==> src/rtl/qei_speed_if.sv <==
`default_nettype none
// ============================================================================
// Module   : qei_speed_if
// Brief    : Control/result bundle between a QEI speed estimator and its user.
// Revision : 1.0 - initial release
// ============================================================================
interface qei_speed_if #(
    parameter int nbits = 16,
    parameter int obits = 16
);
    logic                    clr;
    logic                    en;
    logic [nbits-1:0]        qei_val;
    logic signed [obits-1:0] speed;
    logic                    valid;
    logic                    sat;

    modport master (
        output clr, en, qei_val,
        input  speed, valid, sat
    );

    modport slave (
        input  clr, en, qei_val,
        output speed, valid, sat
    );
endinterface
`default_nettype wire

==> src/rtl/qei_speed.sv <==
`default_nettype none
// ============================================================================
// Module   : qei_speed
// Brief    : Periodic speed estimate (counts per period) from a wrapping QEI
//            position count. Optional 4-tap moving average: QEI_SPEED_FILTER_EN.
// Revision : 1.0 - initial release
// ============================================================================
module qei_speed #(
    parameter int nbits  = 16,
    parameter int obits  = 16,
    parameter int period = 48000
) (
    input wire         clk,
    input wire         rst,
    qei_speed_if.slave bus
);
    localparam int                      c_cntW   = $clog2(period);
    localparam logic [c_cntW-1:0]       c_last   = c_cntW'(period - 1);
    localparam logic signed [nbits-1:0] c_satMax = nbits'((64'sd1 <<< (obits - 1)) - 64'sd1);
    localparam logic signed [nbits-1:0] c_satMin = nbits'(-(64'sd1 <<< (obits - 1)));

    typedef enum logic [1:0] {
        PRIME = 2'd0,
`ifdef QEI_SPEED_FILTER_EN
        FILL  = 2'd1,
`endif
        RUN   = 2'd2
    } state_t;

    state_t                  r_state;
    state_t                  w_nextState;
    logic                    w_emit;
    logic [c_cntW-1:0]       r_cnt;
    logic [nbits-1:0]        r_prev;
    logic signed [obits-1:0] r_speed;
    logic                    r_valid;
    logic                    r_sat;
    logic                    w_tick;
    logic signed [nbits-1:0] w_delta;
    logic signed [obits-1:0] w_satDelta;
    logic                    w_satFlag;
    logic signed [obits-1:0] w_outSpeed;
    logic                    w_outSat;

    assign w_tick  = bus.en && (r_cnt == c_last);
    assign w_delta = signed'(bus.qei_val - r_prev);

    always_comb begin
        w_satDelta = w_delta[obits-1:0];
        w_satFlag  = 1'b0;
        if (w_delta > c_satMax) begin
            w_satDelta = c_satMax[obits-1:0];
            w_satFlag  = 1'b1;
        end else if (w_delta < c_satMin) begin
            w_satDelta = c_satMin[obits-1:0];
            w_satFlag  = 1'b1;
        end
    end

`ifdef QEI_SPEED_FILTER_EN
    // Three stored deltas plus the current one form the 4-tap window.
    logic signed [obits-1:0] r_hist [3];
    logic [2:0]              r_histSat;
    logic [1:0]              r_fillCnt;
    logic signed [obits+1:0] w_sum;

    function automatic logic signed [obits+1:0] ext(input logic signed [obits-1:0] x);
        return {{2{x[obits-1]}}, x};
    endfunction

    assign w_sum      = ext(r_hist[0]) + ext(r_hist[1]) + ext(r_hist[2]) + ext(w_satDelta);
    assign w_outSpeed = obits'(w_sum >>> 2);
    assign w_outSat   = (|r_histSat) | w_satFlag;

    always_ff @(posedge clk) begin
        if (!rst || bus.clr) begin
            r_hist    <= '{default: '0};
            r_histSat <= '0;
            r_fillCnt <= '0;
        end else if (w_tick && r_state != PRIME) begin
            r_hist[0] <= w_satDelta;
            r_hist[1] <= r_hist[0];
            r_hist[2] <= r_hist[1];
            r_histSat <= {r_histSat[1:0], w_satFlag};
            if (r_state == FILL) begin
                r_fillCnt <= r_fillCnt + 2'd1;
            end
        end
    end
`else
    assign w_outSpeed = w_satDelta;
    assign w_outSat   = w_satFlag;
`endif

    always_ff @(posedge clk) begin
        if (!rst) begin
            r_state <= PRIME;
        end else if (bus.clr) begin
            r_state <= PRIME;
        end else begin
            r_state <= w_nextState;
        end
    end

    always_comb begin
        w_nextState = r_state;
        w_emit      = 1'b0;
        if (w_tick) begin
            case (r_state)
`ifdef QEI_SPEED_FILTER_EN
                PRIME: w_nextState = FILL;
                FILL: begin
                    if (r_fillCnt == 2'd3) begin
                        w_nextState = RUN;
                        w_emit      = 1'b1;
                    end
                end
`else
                PRIME: w_nextState = RUN;
`endif
                RUN:     w_emit      = 1'b1;
                default: w_nextState = PRIME;
            endcase
        end
    end

    always_ff @(posedge clk) begin
        if (!rst) begin
            r_cnt   <= '0;
            r_prev  <= '0;
            r_speed <= '0;
            r_valid <= 1'b0;
            r_sat   <= 1'b0;
        end else if (bus.clr) begin
            r_cnt   <= '0;
            r_speed <= '0;
            r_valid <= 1'b0;
            r_sat   <= 1'b0;
        end else begin
            r_valid <= 1'b0;
            if (bus.en) begin
                r_cnt <= w_tick ? '0 : r_cnt + 1'b1;
                if (w_tick) begin
                    r_prev <= bus.qei_val;
                end
                if (w_emit) begin
                    r_speed <= w_outSpeed;
                    r_sat   <= w_outSat;
                    r_valid <= 1'b1;
                end
            end
        end
    end

    assign bus.speed = r_speed;
    assign bus.valid = r_valid;
    assign bus.sat   = r_sat;
endmodule
`default_nettype wire

==> src/flat_wrapper.sv <==
// flat-port wrapper written by rule: the top's interface ports become plain ports
module qei_speed_flat 
#(
    parameter int nbits  = 16,
    parameter int obits  = 16,
    parameter int period = 48000
)
  (clk, rst, bus_clr, bus_en, bus_qei_val, bus_speed, bus_valid, bus_sat);
  qei_speed_if #(.nbits(nbits), .obits(obits)) bus_i ();
  input wire clk;
  input wire rst;
  input wire logic [$bits(bus_i.clr)-1:0] bus_clr;
  input wire logic [$bits(bus_i.en)-1:0] bus_en;
  input wire logic [$bits(bus_i.qei_val)-1:0] bus_qei_val;
  output wire logic [$bits(bus_i.speed)-1:0] bus_speed;
  output wire logic [$bits(bus_i.valid)-1:0] bus_valid;
  output wire logic [$bits(bus_i.sat)-1:0] bus_sat;
  assign bus_i.clr = bus_clr;
  assign bus_i.en = bus_en;
  assign bus_i.qei_val = bus_qei_val;
  assign bus_speed = bus_i.speed;
  assign bus_valid = bus_i.valid;
  assign bus_sat = bus_i.sat;
  qei_speed #(.nbits(nbits), .obits(obits), .period(period)) u_core (.clk(clk), .rst(rst), .bus(bus_i));
endmodule
==> config.mk <==
export PLATFORM = sky130hd
export DESIGN_NAME = qei_speed_flat
export DESIGN_NICKNAME = d
export VERILOG_FILES = /design/src/rtl/qei_speed_if.sv /design/src/rtl/qei_speed.sv /design/src/flat_wrapper.sv
export SDC_FILE = /design/constraint.sdc
export NUM_CORES = 1
export LEC_CHECK = 0
export ABC_CLOCK_PERIOD_IN_PS = 6200
export BUFFER_PORTS_ARGS = -buffer_cell sky130_fd_sc_hd__buf_2
export CAP_MARGIN = 30
export CORE_MARGIN = 4
export CORE_UTILIZATION = 40
export CTS_CLUSTER_DIAMETER = 120
export CTS_CLUSTER_SIZE = 24
export DETAILED_ROUTE_END_ITERATION = 10
export PLACE_DENSITY = 0.58
export SKIP_CTS_REPAIR_TIMING = 1
export SLEW_MARGIN = 20
export SYNTH_ARGS = -nofsm -noshare
export SYNTH_HDL_FRONTEND = slang
export SYNTH_SLANG_ARGS = --single-unit
==> constraint.sdc <==
create_clock -name clk -period 6.2 [get_ports clk]
set_clock_uncertainty 0.05 [all_clocks]
set_input_delay 0.31 -clock clk [delete_from_list [all_inputs] [get_ports clk]]
set_output_delay 0.31 -clock clk [all_outputs]
set_load 0.1 [all_outputs]
# [Yosys cells after proc, flatten, opt, wreduce, memory -nomap -nowiden]
# Index checks and enable logic that the tools add are counted.
[totals] input_bits=20 regBits=52 out_inout_bits=18 word_cells=32
[op_classes] reduce_logical=7 magnitude_cmp=2 n_mux=9 n_addsub=2 eq_ne=2 n_bitwise=4
[ops] op="two-way mux 16 bit" count=3
[ops] op="adder 16 x 1 -> 16 bit (second input constant)" count=1
[ops] op="== test 16 bit (second input constant)" count=1
[ops] op="greater-than comparator 16 bit (second input constant)" count=1
[ops] op="< comparator 16 bit (second input constant)" count=1
[ops] op="subtractor 16 bit" count=1
[ops] op="two-way mux 1 bit" count=5
[ops] op="inverter 1 bit" count=4
[ops] op="case mux 2 bit (2 select lines)" count=1
[ops] op="AND reduction 2 bit" count=2
[ops] op="AND reduction 3 bit" count=1
[ops] op="OR reduction 3 bit" count=1
[ops] op="== test 2 bit (second input constant)" count=1
[ops] op="zero test 2 bit" count=1
[ops] op="OR reduction 2 bit" count=1
[ops] op="logical AND 1 bit" count=1

# [Depth between registers and ports, before layout]
# Gate-level depths: netlist (run 1).
[logic_depth] word_depth=4 mapped_depth=10 ltp_nobuf=10

# [Worst setup path after synthesis (run 1)]
# OpenSTA, ideal clock, no wires.
[synth_path] path_kind="input-to-reg" startpoint="input bus_qei_val[0]" endpoint="register u_core.r_speed[12] (netlist: u_core.bus.speed[12])" cell_stages=10 setup_time_ps=65 required_time_ps=6085 arrival_time_ps=2117 setup_slack_ps=3968 path_buffers=0 cell_sequence="inv_1 ha_1 inv_1 fa_1 a211oi_1 o21a_1 nor2_1 o31a_1 a311o_1 nand3_1"
[synth_between] elab_chain_len=4 elab_cells_between_ends=5 cone_classes="add/sub: 1; order compare: 2; mux: 2"
[synth_rtl] item="from (decl)" line="flat_wrapper.sv:14" text="input wire logic [$bits(bus_i.qei_val)-1:0] bus_qei_val;"
[synth_rtl] item="subtractor 16 bit *" line="qei_speed.sv:46" text="assign w_delta = signed'(bus.qei_val - r_prev);"
[synth_rtl] item="< comparator 16 bit" line="qei_speed.sv:54" text="end else if (w_delta < c_satMin) begin"
[synth_rtl] item="two-way mux 16 bit" line="qei_speed.sv:54"
[synth_rtl] item="two-way mux 16 bit *" line="qei_speed.sv:51" text="if (w_delta > c_satMax) begin"
[synth_rtl] item="to (signal assigned)" line="qei_speed.sv:147" text="r_speed <= w_outSpeed;"
[synth_rtl] item="to (decl)" line="qei_speed.sv:35" text="logic signed [obits-1:0] r_speed;"
# Mark *: on every way between the ends. The rest lies on a longest branch, timed or not.
# A chain may end at the register's enable or synchronous reset.

# [Worst setup path in the final report (run 1)]
[layout_path] startpoint="register u_core.r_prev[0]" endpoint="register u_core.r_speed[12] (netlist: u_core.bus.speed[12])"
[layout_between] elab_chain_len=4 elab_cells_between_ends=5 cone_classes="add/sub: 1; order compare: 2; mux: 2"
[layout_rtl] item="from (decl)" line="qei_speed.sv:34" text="logic [nbits-1:0] r_prev;"
[layout_rtl] item="from (signal assigned)" line="qei_speed.sv:144" text="r_prev <= bus.qei_val;"
[layout_rtl] item="subtractor 16 bit *" line="qei_speed.sv:46"
[layout_rtl] item="< comparator 16 bit" line="qei_speed.sv:54"
[layout_rtl] item="two-way mux 16 bit" line="qei_speed.sv:54"
[layout_rtl] item="two-way mux 16 bit *" line="qei_speed.sv:51"
# Marks and branches as above.

==> run_results.csv, run 1 <==
group,metric,value,unit
timing,slew_margin_rel,0.479,
synth,postSynth.topFlopCell,"dfxtp_1",
worst_setup_path,worstPathMaxFanout,4,
worst_setup_path,regToRegSetupSlack,3.79,ns
flow_run,max_cap_violations,0,
power,combPwrFrac,0.098,
timing,drv_slew,0,
power,seqPwrFrac,0.526,
cells_and_area,number_of_antenna_repair_diodes,0,
clock_network,cts-buffers-inserted,5,
grt,global_route_wire_length_before_repair,10300,µm
worst_setup_path,crit_type,"reg -> reg",
floorplanning,die_area,0.00850,mm²
route,route.final.wire_length,5880,µm
timing,min_period_over_period,0.389,
grt,grt_max_degree,24,
synth,synth_area,0.00284,mm²
power,power_density,197,mW/mm²
synth,post-synth-top-count-cell,"dfxtp_1",
synth,part_of_the_yosys_area_used_for_sequential_elements,0.360,
worst_setup_path,worst_path_required,6.39,ns
placed_design,portBuffers,37,
placed_design,place.gp.congestion,0.803,
placed_design,detailed_place_hpwl,4440,µm
min_path,min_to,"u_core.r_prev[12]$_SDFFE_PN0P_",
power,total_power,0.624,mW
synth,synth.area.top_cells,"dfxtp_1 36%, ha_1 7.5%, mux2i_1 6.4%",
clock_network,h-tree-depth,2,
clock_network,worst_skew_pair.late_latency,0.30,ns
outcome,outcome,"finished clean",
timing,worst_slew_pin_slew,0.782,ns
synth,async_reset_ff_frac,0,
timing,totalNegativeSetupSlack,0,ns
synth,postSynthRegisterBits,51,
clock_network,tritoncts,"yes",
grt,antenna_found_initial,0,
synth,synth_top_cells_by_count,"51 x dfxtp_1, 32 x nor2_1, 26 x nand2_1",
worst_setup_path,timing.critical_path.arrival,2.60,ns
clock_network,cts.sinks,51,
timing,max_clock_freq,415,MHz
route,vias,2280,
synth,netlist.area_leader.share,0.360,
route,tritonroute_pass_1_iters,4,
power,pwr-share-clk,0.377,
floorplanning,die_x,92.2,µm
power,cellInternalPower,0.472,mW
worst_setup_path,worst-r2r-cell-count,9,
worst_setup_path,reg2reg_to,"u_core.bus.speed[12]$_SDFFE_PP0P_",
route,vias_per_cell,4.97,
min_path,hold_path_class,"in -> reg",
min_path,hold_path.startpoint,"bus_qei_val[12]",
route,routed_wire_length_per_instance,12.8,µm
timing,final_hold_viol_count,0,
power,power_switching,0.152,mW
grt,groute.usage.overall,0.147,
placed_design,placed_area,0.00306,mm²
clock_network,ctsLongestPathBuffers,2,
grt,grt_pass1_vias,2184,
cells_and_area,layout.nets,400,
synth,synthesis.instances,334,
worst_setup_path,timing.rr.start,"u_core.r_prev[0]$_SDFFE_PN0P_",
synth,syn_area_per_cell,8.49,µm²
grt,global_route_total_overflow,0,
route,drt_iter0_markers,68,
power,swShare,0.243,
clock_network,clk_pin_slew_worst_paths,0.10,ns
min_path,holdPathStages,3,
route,drtAntennaViolNets,0,
worst_setup_path,cp-start-kind,"flip-flop",
floorplanning,io_pins,38,
floorplanning,floorplan.initialDensity,0.415,
timing,finalCriticalPeriod,2.41,ns
floorplanning,die_height,92.2,µm
timing,final_setup_violation_count,0,
timing,grt_setup_unrepaired,"false",
synth,postSynthNetCount,372,
timing,finalWorstSetupSlack,3.79,ns
power,leakagePower,1.17,nW
synth,synth_largest_area_cell,"dfxtp_1",
floorplanning,core_area,0.00683,mm²
synth,synthDistinctLibCells,50,
clock_network,clock-root-buffer,"clkbuf_8",
placed_design,dpl_worst_slack,3.69,ns
power,vdd_ir_drop_max,0.111,mV
route,drcViolationCount,0,
cells_and_area,fraction_of_layout_cells_with_a_size_suffix_above_1,0.146,
worst_setup_path,cp-end-kind,"flip-flop",
synth,synth-warning-count,0,
floorplanning,std_cell_rows,30,
synth,synth_edf_count,0,
cells_and_area,fin_area,0.00317,mm²
cells_and_area,area_growth,11.8,%
==> through the flow <==
| stage | util | hold WS, ns | cells |
|---|---|---|---|
| final | 0.464 | 0.235 | 459 |
| after global routing | 0.464 | 0.236 | 459 |
| after CTS | 0.464 | 0.229 | 459 |
| after detailed placement | 0.447 | 0.404 | 451 |
| after global placement | 0.447 | 0.397 | 451 |
| after floorplan | - | 0.388 | 334 |
==> worst max-delay path by stage <==
| stage | start | end | slack, ns | cells past startpoint |
|---|---|---|---|---|
| final | u_core.r_prev[0]$_SDFFE_PN0P_ | u_core.bus.speed[12]$_SDFFE_PP0P_ | 3.79 | 9 |
| after global routing | u_core.r_prev[0]$_SDFFE_PN0P_ | u_core.bus.speed[12]$_SDFFE_PP0P_ | 3.66 | 9 |
| after CTS | u_core.r_prev[0]$_SDFFE_PN0P_ | u_core.bus.speed[12]$_SDFFE_PP0P_ | 3.81 | 9 |
| after detailed placement | bus_qei_val[0] | u_core.bus.speed[12]$_SDFFE_PP0P_ | 3.69 | 11 |
| after global placement | bus_qei_val[0] | u_core.bus.speed[12]$_SDFFE_PP0P_ | 3.75 | 11 |
| after floorplan | bus_qei_val[0] | u_core.bus.speed[12]$_SDFFE_PP0P_ | 3.97 | 10 |
==> cell families after synthesis <==
logic type	count (synthesis)	share of synthesized area
flops	51	0.360
compound gates	56	0.124
mux	18	0.0635
simple gates	137	0.257
fa+ha+maj	18	0.0821
xor+xnor	19	0.0587
buf+inv	35	0.0547
==> power groups by stage <==
stage	Sequential [mW]	Combinational, mW	Clock (mW)
4_1_cts	0.328	0.0609	0.245
3_5_place_dp	0.336	0.0607	0
6_report	0.328	0.0609	0.235
3_3_place_gp	0.336	0.0603	0
2_1_floorplan	0.336	0.0417	0
5_1_grt	0.328	0.0687	0.260
==> placed cells by master, fill, tap and decap left out, drive strengths merged, types with 5 or more instances in the layout <==
master and instances:
buf 37, mux2i 18, a21oi 20, nand2b 7
a21o 5, inv 19, and3 6, nand2 27
dfxtp 51, nor2b 17, xor2 10, clkbuf 5
nand3 18, xnor2 9, nand4 9, nor3 8
ha 17, o21ai 11, nor2 34
==> registers in the layout, summed over array words and instances (netlist names) <==
signal            cells
u_core.r_state        1
u_core.bus.sat        1
u_core.r_cnt         16
u_core.r_prev        16
u_core.bus.valid      1
u_core.bus.speed     16
==> metal layers <==
| layer | global-route usage | up-vias | wire (µm) |
|---|---|---|---|
| met2 | 0.237 | 23 | 2770 |
| li1 | - | 1215 | - |
| met4 | 0.0359 | 0 | 32 |
| met3 | 0.0287 | 2 | 140 |
| met1 | 0.202 | 1040 | 2940 |
| met5 | 0 | - | 0 |
==> critical path, stage by stage, from the launching register on <==
cell and delay, ns:
dfxtp_1 0.37, ha_1 0.15, inv_1 0.05, fa_1 0.41
a211oi_1 0.32, o21a_1 0.20, nor2_1 0.08, o31a_1 0.31
a311o_1 0.36, nand3_1 0.06
==> final cells by class <==
type | count | area [µm²]
Clock inverter | 3 | 43.8
Fill cell | 713 | 3660
Clock buffer | 5 | 68.8
Multi-Input combinational cell | 248 | 1660
Tap cell | 96 | 120
Inverter | 19 | 71.3
Sequential cell | 51 | 1020
Timing Repair Buffer | 37 | 185
No activity file was read; power rests on OpenSTA's default activity.
==> run 2: changes to the inputs <==
--- a/config.mk
+++ b/config.mk
@@ -5,7 +5,7 @@
 export SDC_FILE = /design/constraint.sdc
 export NUM_CORES = 1
 export LEC_CHECK = 0
-export ABC_CLOCK_PERIOD_IN_PS = 6200
+export ABC_CLOCK_PERIOD_IN_PS = 2400
 export BUFFER_PORTS_ARGS = -buffer_cell sky130_fd_sc_hd__buf_2
 export CAP_MARGIN = 30
 export CORE_MARGIN = 4
==> constraint.sdc (replaced) <==
create_clock -name clk -period 2.4 [get_ports clk]
set_clock_uncertainty 0.05 [all_clocks]
set_input_delay 0.12 -clock clk [delete_from_list [all_inputs] [get_ports clk]]
set_output_delay 0.12 -clock clk [all_outputs]
set_load 0.1 [all_outputs]
==> run 2 against run 1 <==
  * Sequential share of layout area is 0.51 points lower
  * Core utilization is 0.81 points higher
  * Die area stayed put
  * Hold slack worse by 0.19 ns
  * Worst setup slack worse by 3.6 ns
  * Maximum frequency increased by 7.6%
  * Sequential cell count did not move
  * Critical path depth unchanged
  * Clock power increased to 2.5 times the previous value
  * Total power grew to 2.6 times the previous value
  * Via count is 0.96% higher
  * First-iteration DRC count fell by 21%
==> run_results.csv, run 2 (same netlist as run 1, synthesis figures left out) <==
group,metric,value,unit
grt,grt_pass1_vias,2162,
floorplanning,io_pins,38,
grt,global_route_wire_length_before_repair,10200,µm
clock_network,cts-buffers-inserted,5,
worst_setup_path,cp-end-kind,"flip-flop",
floorplanning,floorplan.initialDensity,0.415,
grt,antenna_found_initial,0,
worst_setup_path,regToRegSetupSlack,0.16,ns
worst_setup_path,worstPathCellList,"ha_1 > inv_1 > fa_2 > a211oi_2 > o21a_1 > nor2_1 > o31a_1 > a311o_1 > nand3_1",
worst_setup_path,worst_path_required,2.59,ns
flow_run,max_cap_violations,0,
grt,groute.usage.overall,0.147,
placed_design,detailed_place_hpwl,4540,µm
clock_network,cts.sinks,51,
grt,grt_max_degree,19,
min_path,hold_path_class,"in -> reg",
floorplanning,die_area,0.00850,mm²
clock_network,worst_skew_pair.late_latency,0.30,ns
timing,grt_setup_unrepaired,"false",
cells_and_area,final_cell_mix,"50 x dfxtp_1, 37 x buf_2, 32 x nor2_1",
worst_setup_path,worstPathMaxFanout,4,
route,drcViolationCount,0,
floorplanning,core_area,0.00683,mm²
clock_network,h-tree-depth,2,
route,drt_iter0_markers,54,
timing,final_hold_viol_count,0,
cells_and_area,fillerInstances,712,
cells_and_area,final_cell_count_no_fill,465,
timing,finalWorstSetupSlack,0.162,ns
worst_setup_path,cp-start-kind,"flip-flop",
placed_design,numPlacedInstances,457,
timing,max_clock_freq,447,MHz
route,vias,2302,
floorplanning,std_cell_rows,30,
timing,worst_slew_pin_slew,0.535,ns
route,vias_per_cell,4.95,
floorplanning,die_height,92.2,µm
timing,drv_slew,0,
cells_and_area,most_common_cell_after_layout_fill_and_taps_aside,"dfxtp_1",
timing,final_setup_violation_count,0,
placed_design,place.gp.congestion,0.884,
timing,finalCriticalPeriod,2.24,ns
floorplanning,die_x,92.2,µm
worst_setup_path,crit_type,"reg -> reg",
cells_and_area,area_growth,13.7,%
clock_network,clock-root-buffer,"clkbuf_8",
placed_design,portBuffers,37,
route,route.final.wire_length,5930,µm
timing,totalNegativeSetupSlack,0,ns
power,leakagePower,1.20,nW
grt,global_route_total_overflow,0,
timing,slew_margin_rel,0.639,
power,vdd_ir_drop_max,0.326,mV
clock_network,tritoncts,"yes",
worst_setup_path,cp_slowest_cell,"a311o_1",
cells_and_area,fraction_of_layout_cells_with_a_size_suffix_above_1,0.168,
cells_and_area,layout.nets,407,
timing,min_period_over_period,0.933,
power,power_density,495,mW/mm²
route,tritonroute_pass_1_iters,4,
outcome,outcome,"finished clean",
cells_and_area,number_of_antenna_repair_diodes,0,
clock_network,ctsLongestPathBuffers,2,
cells_and_area,final_core_utilization,0.472,
worst_setup_path,timing.critical_path.arrival,2.43,ns
clock_network,clk_pin_slew_worst_paths,0.09,ns
worst_setup_path,cp_slowest_stage_delay,0.37,ns
placed_design,dpl_worst_slack,0.0893,ns
route,routed_wire_length_per_instance,12.7,µm
route,drtAntennaViolNets,0,
run 2: cell types whose count changed in the layout (fill, tap and decap cells not counted), sizes merged:
cell	delta
buf	+7
clkinvlp	+1
clkinv	-2
run 2: final timing paths:
check / startpoint / end / cells after the start
max reg2reg: u_core.r_prev[0]$_SDFFE_PN0P_ / u_core.bus.speed[12]$_SDFFE_PP0P_ / 9
min reg2reg: u_core.bus.speed[1]$_SDFFE_PP0P_ / u_core.bus.speed[1]$_SDFFE_PP0P_ / 2
min: bus_qei_val[13] / u_core.r_prev[13]$_SDFFE_PN0P_ / 3
max: u_core.r_prev[0]$_SDFFE_PN0P_ / u_core.bus.speed[12]$_SDFFE_PP0P_ / 9
run 2: metal layers:
metal,vias up,global-route usage,wire length (µm)
met5,-,0,0
met4,0,0.0334,40
met3,4,0.0279,193
met2,42,0.246,2730
met1,1032,0.195,2960
li1,1224,-,-
run 2: per-stage QoR:
step / hold slack, ns / total power, mW / area, µm²
2_1_floorplan: 0.198 / 0.975 / 2840
3_3_place_gp: 0.349 / 1.03 / 3100
3_5_place_dp: 0.358 / 1.03 / 3100
4_1_cts: 0.0427 / 1.62 / 3210
5_1_grt: 0.0422 / 1.67 / 3220
6_report: 0.0433 / 1.60 / 3220
run 2: cell type report:
class | instances | area (µm²) | share of cell area
clock inverters | 2 | 37.5 | 0.0116
well taps | 96 | 120 | 0.0373
flip-flops and latches | 51 | 1020 | 0.317
clock buffers | 5 | 68.8 | 0.0213
multi-input cells | 248 | 1670 | 0.517
repair buffers | 44 | 238 | 0.0737
inverters | 19 | 71.3 | 0.0221
run 2: power breakdown:
part           internal [mW]  switching, mW  total (mW)
sequential             0.846        0.00120       0.848
combinational         0.0665         0.0949       0.161
clock                  0.305          0.283       0.588
run 2: critical path: cells and delay by family (launching register included):
family	cells	cell delay (ns)
compound gates	4	1.12
buf+inv	1	0.05
simple gates	2	0.14
flops	1	0.35
fa+ha+maj	2	0.48
